--- src/rtl/sub64_pkg.sv ---
// Shared widths and the stage-1 record for the pipelined 64-bit subtractor.
// Optional flag outputs in sub64_pipe are enabled by defining SUB64_FLAGS_EN.
package sub64_pkg;

  localparam int DATA_W = 64;
  localparam int LO_W   = 32;
  localparam int HI_W   = DATA_W - LO_W;

  // Stage-1 contents at the default widths.
  typedef struct packed {
    logic [LO_W-1:0] d_lo;
    logic            bl;
    logic [HI_W-1:0] a_hi;
    logic [HI_W-1:0] b_hi;
  } s1_rec_t;

endpackage

--- src/rtl/sub_slice.sv ---
// Combinational W-bit subtract slice: diff = x - y - bin, built as x + ~y + ~bin.
module sub_slice #(
  parameter int W = 32
) (
  input  logic [W-1:0] x,
  input  logic [W-1:0] y,
  input  logic         bin,
  output logic [W-1:0] diff,
  output logic         bout,
  output logic         msb_ovf
);

  logic         nb;
  logic         c;
  logic [W:0]   sum;

  // Inverting before widening keeps the carry-in at exactly 0 or 1.
  assign nb          = ~bin;
  assign sum         = {1'b0, x} + {1'b0, ~y} + {{W{1'b0}}, nb};
  assign {c, diff}   = sum;
  assign bout        = ~c;
  assign msb_ovf     = (x[W-1] != y[W-1]) & (diff[W-1] != x[W-1]);

endmodule

--- src/rtl/sub64_pipe.sv ---
// Two-stage valid/ready subtractor: d = a - b - bin, low slice in S1, high slice in S2.
// Defining SUB64_FLAGS_EN adds the zero and ovf_sticky outputs.
module sub64_pipe
  import sub64_pkg::*;
#(
  parameter int DATA_W = sub64_pkg::DATA_W,
  parameter int LO_W   = sub64_pkg::LO_W
) (
  input  logic              clk,
  input  logic              rst,
  input  logic              in_valid,
  output logic              in_ready,
  input  logic [DATA_W-1:0] a,
  input  logic [DATA_W-1:0] b,
  input  logic              bin,
  output logic              out_valid,
  input  logic              out_ready,
  output logic [DATA_W-1:0] d,
  output logic              bout,
  output logic              ovf
`ifdef SUB64_FLAGS_EN
  ,
  output logic              zero,
  output logic              ovf_sticky
`endif
);

  localparam int HI_W = DATA_W - LO_W;

  typedef struct packed {
    logic [LO_W-1:0] d_lo;
    logic            bl;
    logic [HI_W-1:0] a_hi;
    logic [HI_W-1:0] b_hi;
  } s1_t;

  s1_t             s1_q;
  s1_t             s1_d;
  logic            s1_valid;
  logic            s2_valid;
  logic            s2_free;
  logic            s1_adv;
  logic            accept;

  logic [LO_W-1:0] lo_diff;
  logic            lo_bout;
  logic            lo_ovf_unused;
  logic [HI_W-1:0] hi_diff;
  logic            hi_bout;
  logic            hi_ovf;

  // Ready is derived from pipeline state and out_ready only, never from in_valid.
  assign s2_free   = ~s2_valid | out_ready;
  assign s1_adv    = s1_valid & s2_free;
  assign in_ready  = ~s1_valid | s2_free;
  assign accept    = in_valid & in_ready;
  assign out_valid = s2_valid;

  sub_slice #(.W(LO_W)) u_lo (
    .x       (a[LO_W-1:0]),
    .y       (b[LO_W-1:0]),
    .bin     (bin),
    .diff    (lo_diff),
    .bout    (lo_bout),
    .msb_ovf (lo_ovf_unused)
  );

  assign s1_d = '{d_lo: lo_diff, bl: lo_bout, a_hi: a[DATA_W-1:LO_W], b_hi: b[DATA_W-1:LO_W]};

  sub_slice #(.W(HI_W)) u_hi (
    .x       (s1_q.a_hi),
    .y       (s1_q.b_hi),
    .bin     (s1_q.bl),
    .diff    (hi_diff),
    .bout    (hi_bout),
    .msb_ovf (hi_ovf)
  );

  // NOTE: state is updated with <= so every register samples pre-edge values,
  // which is what lets S2 drain, S1 advance and S1 refill in the same cycle.
  always_ff @(posedge clk) begin
    if (rst) begin
      s1_valid <= 1'b0;
      s2_valid <= 1'b0;
      // NOTE: data registers are reset too, so outputs read 0 rather than X after reset.
      s1_q     <= '0;
      d        <= '0;
      bout     <= 1'b0;
      ovf      <= 1'b0;
    end else begin
      s1_valid <= accept | (s1_valid & ~s1_adv);
      s2_valid <= s1_adv | (s2_valid & ~out_ready);
      if (accept) s1_q <= s1_d;
      if (s1_adv) begin
        d    <= {hi_diff, s1_q.d_lo};
        bout <= hi_bout;
        ovf  <= hi_ovf;
      end
    end
  end

`ifdef SUB64_FLAGS_EN
  always_ff @(posedge clk) begin
    if (rst) begin
      zero       <= 1'b0;
      ovf_sticky <= 1'b0;
    end else begin
      if (s1_adv) zero <= ({hi_diff, s1_q.d_lo} == '0);
      // Sticky records results actually handed downstream.
      if (s2_valid & out_ready & ovf) ovf_sticky <= 1'b1;
    end
  end
`endif

endmodule

--- config.mk ---
export PLATFORM = sky130hd
export DESIGN_NAME = sub64_pipe
export DESIGN_NICKNAME = d
export VERILOG_FILES = /design/src/rtl/sub64_pkg.sv /design/src/rtl/sub_slice.sv /design/src/rtl/sub64_pipe.sv
export SDC_FILE = /design/constraint.sdc
export NUM_CORES = 1
export LEC_CHECK = 0
export BUFFER_PORTS_ARGS = -buffer_cell sky130_fd_sc_hd__buf_2
export CAP_MARGIN = 15
export CORE_ASPECT_RATIO = 1.2
export CORE_MARGIN = 2
export CORE_UTILIZATION = 36
export CTS_BUF_LIST = sky130_fd_sc_hd__clkbuf_16
export CTS_CLUSTER_DIAMETER = 80
export DETAILED_ROUTE_END_ITERATION = 8
export GPL_TIMING_DRIVEN = 1
export PLACE_DENSITY_LB_ADDON = 0.08
export RECOVER_POWER = 100
export SKIP_LAST_GASP = 1
export SYNTH_ARGS = -nofsm -noshare
export SYNTH_HDL_FRONTEND = slang
export SYNTH_SLANG_ARGS = --single-unit
--- constraint.sdc ---
create_clock -name clk -period 6 [get_ports clk]
set_clock_uncertainty 0.15 [all_clocks]
set_input_delay 1.2 -clock clk [delete_from_list [all_inputs] [get_ports clk]]
set_output_delay 1.2 -clock clk [all_outputs]
set_load 0.05 [all_outputs]
== Word level (Yosys, flattened, before mapping) ==
Index checks and enable logic that the tools add are counted.

* Flip-flop bits (word level): 165
* Logic and storage cells: 34
* Output and inout bits: 68

* Add/sub/neg operators: 4
* Eq/ne operators: 2
* Bitwise operators: 19

{| class="wikitable"
|+ Operator list
! operator !! count
|-
| 32-bit by 32-bit adder with 33-bit output || 2
|-
| 33-bit by 1-bit adder with 33-bit output || 2
|-
| 32-bit NOT || 2
|-
| 1-bit NOT || 8
|-
| 1-bit bitwise AND || 5
|-
| 1-bit bitwise OR || 4
|-
| 1-bit inequality test || 2
|}

== Depth between registers and ports, before layout ==
* Depth in word-level cells: 6
* Depth in mapped cells: 11

== Cells and area by module ==
Synthesis repeated with hierarchy kept, for this count alone.

* Cells, all modules: 1294
* Area total of the unflattened synthesis: 10660.2 um^2

{| class="wikitable"
|+ By module, submodules not included
! module !! sequential area each (um^2) !! instances !! cells an instance !! area an instance (um^2)
|-
| sub64_pipe || 3303.2 || 1 || 731 || 6876.6
|-
| sub_slice at u_lo || 0.0 || 1 || 280 || 1895.6
|-
| sub_slice at u_hi || 0.0 || 1 || 283 || 1888.1
|}

== Worst setup path before layout ==
OpenSTA, ideal clock, no wires.

* Kind: input-to-reg
* Start point: input port b[0]
* End point: register s1_q[83] (netlist name)
* Path slack: 2.317 ns
* Arrival time: 3.446 ns
* Path buffers: 0
* Cell stages on the path: 11
* Setup time: 0.087 ns
* Path through: inv_1 fa_1 fa_1 a211o_1 o2111ai_1 a21oi_1 and3_1 nor3b_1 o21ai_1 xnor2_1 o31ai_1

* Longest elaborated chain between the ends: 3

{| class="wikitable"
|+ RTL lines
! element !! line !! source
|-
| from (decl) || sub64_pipe.sv:14 || <nowiki>input logic [DATA_W-1:0] b,</nowiki>
|-
| 32-bit NOT || sub_slice.sv:19 || <nowiki>assign sum = {1'b0, x} + {1'b0, ~y} + {{W{1'b0}}, nb};</nowiki>
|-
| 32-bit by 32-bit adder with 33-bit output || sub_slice.sv:19 ||
|-
| 33-bit by 1-bit adder with 33-bit output || sub_slice.sv:19 ||
|-
| to (signal assigned) || sub64_pipe.sv:86 || <nowiki>s1_q <= '0;</nowiki>
|-
| to (signal assigned) || sub64_pipe.sv:93 || <nowiki>if (accept) s1_q <= s1_d;</nowiki>
|-
| to (decl) || sub64_pipe.sv:37 || <nowiki>s1_t s1_q;</nowiki>
|}

No other way between the ends.
A chain may end at the register's enable or synchronous reset.

== Worst setup path after layout ==
* Start point: input port out_ready
* End point: register d[62]

* Longest elaborated chain between the ends: 2

{| class="wikitable"
|+ RTL lines
! element !! line !! source
|-
| from (decl) || sub64_pipe.sv:17 || <nowiki>input logic out_ready,</nowiki>
|-
| 1-bit bitwise OR || sub64_pipe.sv:53 || <nowiki>assign s2_free = ~s2_valid | out_ready;</nowiki>
|-
| 1-bit bitwise AND || sub64_pipe.sv:54 || <nowiki>assign s1_adv = s1_valid & s2_free;</nowiki>
|-
| to (signal assigned) || sub64_pipe.sv:95 || <nowiki>d <= {hi_diff, s1_q.d_lo};</nowiki>
|-
| to (decl) || sub64_pipe.sv:18 || <nowiki>output logic [DATA_W-1:0] d,</nowiki>
|}

No other way between the ends.

==> reports/qor.csv <==
metric,value,unit
outcome,"complete, but fails checks",
violations,"capacitance limit, slew limit",
critical_path.max_stage_delay,1.50,ns
syn-cell-area,9280,um^2
powerDensity,281,nW/um^2
clock_sinks,165,
synth_edf_count,0,
initial_core_util,36.6,%
fin_crit_sh,75.4,%
wirelength,26400,um
drc,0,
dp_cells,1698,
vias,8781,
cp.arrival,4.67,ns
drtIter0Drc,364,
crit_type,input port to register,
cp_num_buf_inv,2,
ant_nets,0,
num_antenna_cells,0,
cp-startpoint,out_ready,
cts_resized,0,
io_pins,201,
finalSetupTns,0,ns
cellLeakagePower,4.66,nW
fillers,2704,
synth.avg_cell_area,7.55,um^2
antenna_found_initial,0,
grt_pass1_wl,42400,um
grt-ovfl-total,0,
insertion_delay,0.45,ns
grt_use_total,19.5,%
synthArstFlopShare,0,%
p_total,3.07,mW
cts_tree,yes,
drv_slew,104,
post_cts_buffers,0,
hold_slack,0.295,ns
rsz0062_at_grt,no,
io_buffers,200,
via_per_inst,5.08,
coreArea,25400,um^2
maxCapViolCount,2,
routed.top_layer,met4,
max-slew-margin-rel,-56.5,%
dp_hpwl,18600,um
fin_nets,1586,
ys_seq_area_share,35.6,%
rows,64,
path_delay_family,buffers and inverters,
hp-start,bout,
clock.fmax,221,MHz
yosysTopAreaCell,dfxtp_1,
cts_max_path_buffers,2,
timing.rr.start,out_valid,
tritoncts.num_buffers,17,
cp.required,6.14,ns
yosysWarningCount,0,
setup-violations-final,0,
fin_cells,1730,
die_area,27100,um^2
synth.area.top_cells,"dfxtp_1, nand2_1, a21oi_1, ha_1, inv_1",
synthMuxAreaShare,0.431,%
worst-path-max-fanout,40,
areaGrowthSynthToFinish,17.8,%
ir_drop,165,uV
synth_top_family_by_area,compound AO/OA/AOI/OAI gates,
cp-start-kind,input port,
wl_met2,12900,um
hold_violations,0,
tightest_slew,2.35,ns
cts.root.buffer_cell,clkbuf_16,
synth-compound-area-share,24.0,%
grt_max_degree,87,
fin_crit,4.52,ns
drt_pre_antenna_iters,5,
die_h,180,um
slowest_stage,clkbuf_1,
wl_met1,12000,um
routabilityCongestion,0.866,
synth_cells,1229,
route.met3.wl,1230,um
path_clk_slew,0.07,ns
crit_chain,buf_2 > nor2b_1 > nand2b_1 > clkbuf_1 > or3_1 > nor2_1 > a31oi_1 > o311ai_0,
synth_cell_types,66,
synth_fa_ha_area_share,9.22,%
synth-xor-area-share,4.15,%
ctsHoldBuffers,0,
syn-num-nets,1428,
ys_seq_elements,165,
cts_htree_levels,4,
critical_path.endpoint_type,register,
drive_above_1_share,12.9,%
synth_top_area_share,35.6,%
synth-main-ff-cell,dfxtp_1,
hp-class,register to register,
synth-simple-area-share,21.0,%
wl_per_cell,15.2,um
die_x,151,um
grt_pass1_vias,8377,
-- cells in the mapped netlist, drive strengths merged (5+ instances only) --
cell    number
o211ai       8
nor2        45
and3         9
dfxtp      165
a211oi      12
o31ai        7
o21ai       27
o21a        12
nand4       12
a31oi       12
clkbuf      59
ha          62
buf          6
xnor2       29
nand2      312
nor3        13
nor2b       10
xor2        15
o21bai       6
a21oi      205
and2         6
inv         75
a22o         5
a21o        29
or3          5
nand3       23
-- power breakdown --
part	internal, mW	switching (mW)	leakage [nW]	total [mW]
logic	0.285	0.509	3.04	0.794
registers	1.17	0.0428	1.35	1.22
clock network	0.572	0.489	0.265	1.06
-- layout by cell type (no fill, tap or decap), types with 11 or more instances in the layout --
cell type,count
clkbuf_16,17
inv_1,76
a21o_1,29
a21oi_1,202
clkbuf_1,70
ha_1,62
nand2_1,311
buf_2,130
a31oi_1,11
xor2_1,15
nand3_1,23
nor2_1,45
xnor2_1,29
dfxtp_1,165
nand4_1,12
o21a_1,12
nor3_1,13
o21ai_0,22
a211oi_1,12
-- layer usage --
layer	vias to the layer above	global-route usage, %
li1	4532	-
met1	4036	24.9
met2	191	33.7
met3	22	3.55
met4	0	4.49
met5	-	0
-- cells by family (layout without fill, tap and decap cells) --
kind of cell             after synthesis  in the layout
AND/OR/NAND/NOR                      455            455
adder cells (fa/ha/maj)               66             66
flip-flops                           165            165
multiplexers                           4              4
AO/OA/AOI/OAI                        355            355
XOR/XNOR                              44             44
buffers and inverters                140            311
-- area by class of cell --
type	instances	area [um^2]	area share [%]
Multi-Input combinational cell	924	5430	49.7
Sequential cell	165	3300	30.2
Timing Repair Buffer	204	943	8.63
Clock buffer	17	425	3.89
Tap cell	330	413	3.78
Inverter	75	282	2.58
Clock inverter	15	130	1.19
-- registers in the layout (all words and copies together), names as in the netlist --
| register | cells |
|---|---|
| s1_q | 97 |
| d | 64 |
| bout | 1 |
| out_valid | 1 |
| ovf | 1 |
| s1_valid | 1 |
-- per-stage QoR --
step,worst slack (ns),area (um^2),util (%)
global route,1.11,10900,43.1
floorplan,2.32,9280,-
detailed placement,1.91,10500,41.4
global placement,1.98,10500,41.4
finish,1.48,10900,43.1
CTS,2.38,11100,43.6
-- final timing paths --
check	to	slack (ns)	cells after the start
worst min-delay path	bout	0.29	2
worst max-delay path	d[62]	1.48	8
worst min register to register	bout	0.29	2
worst max register to register	d[62]	1.96	7
-- worst reg2reg max path, stage by stage (launching register included) --
cell	delay, ns
dfxtp_1	0.33
nor2b_1	0.34
nand2b_1	0.91
clkbuf_1	1.50
or3_1	0.30
nor2_1	0.05
a31oi_1	0.13
o311ai_0	0.17
(Power assumes the default switching activity.)
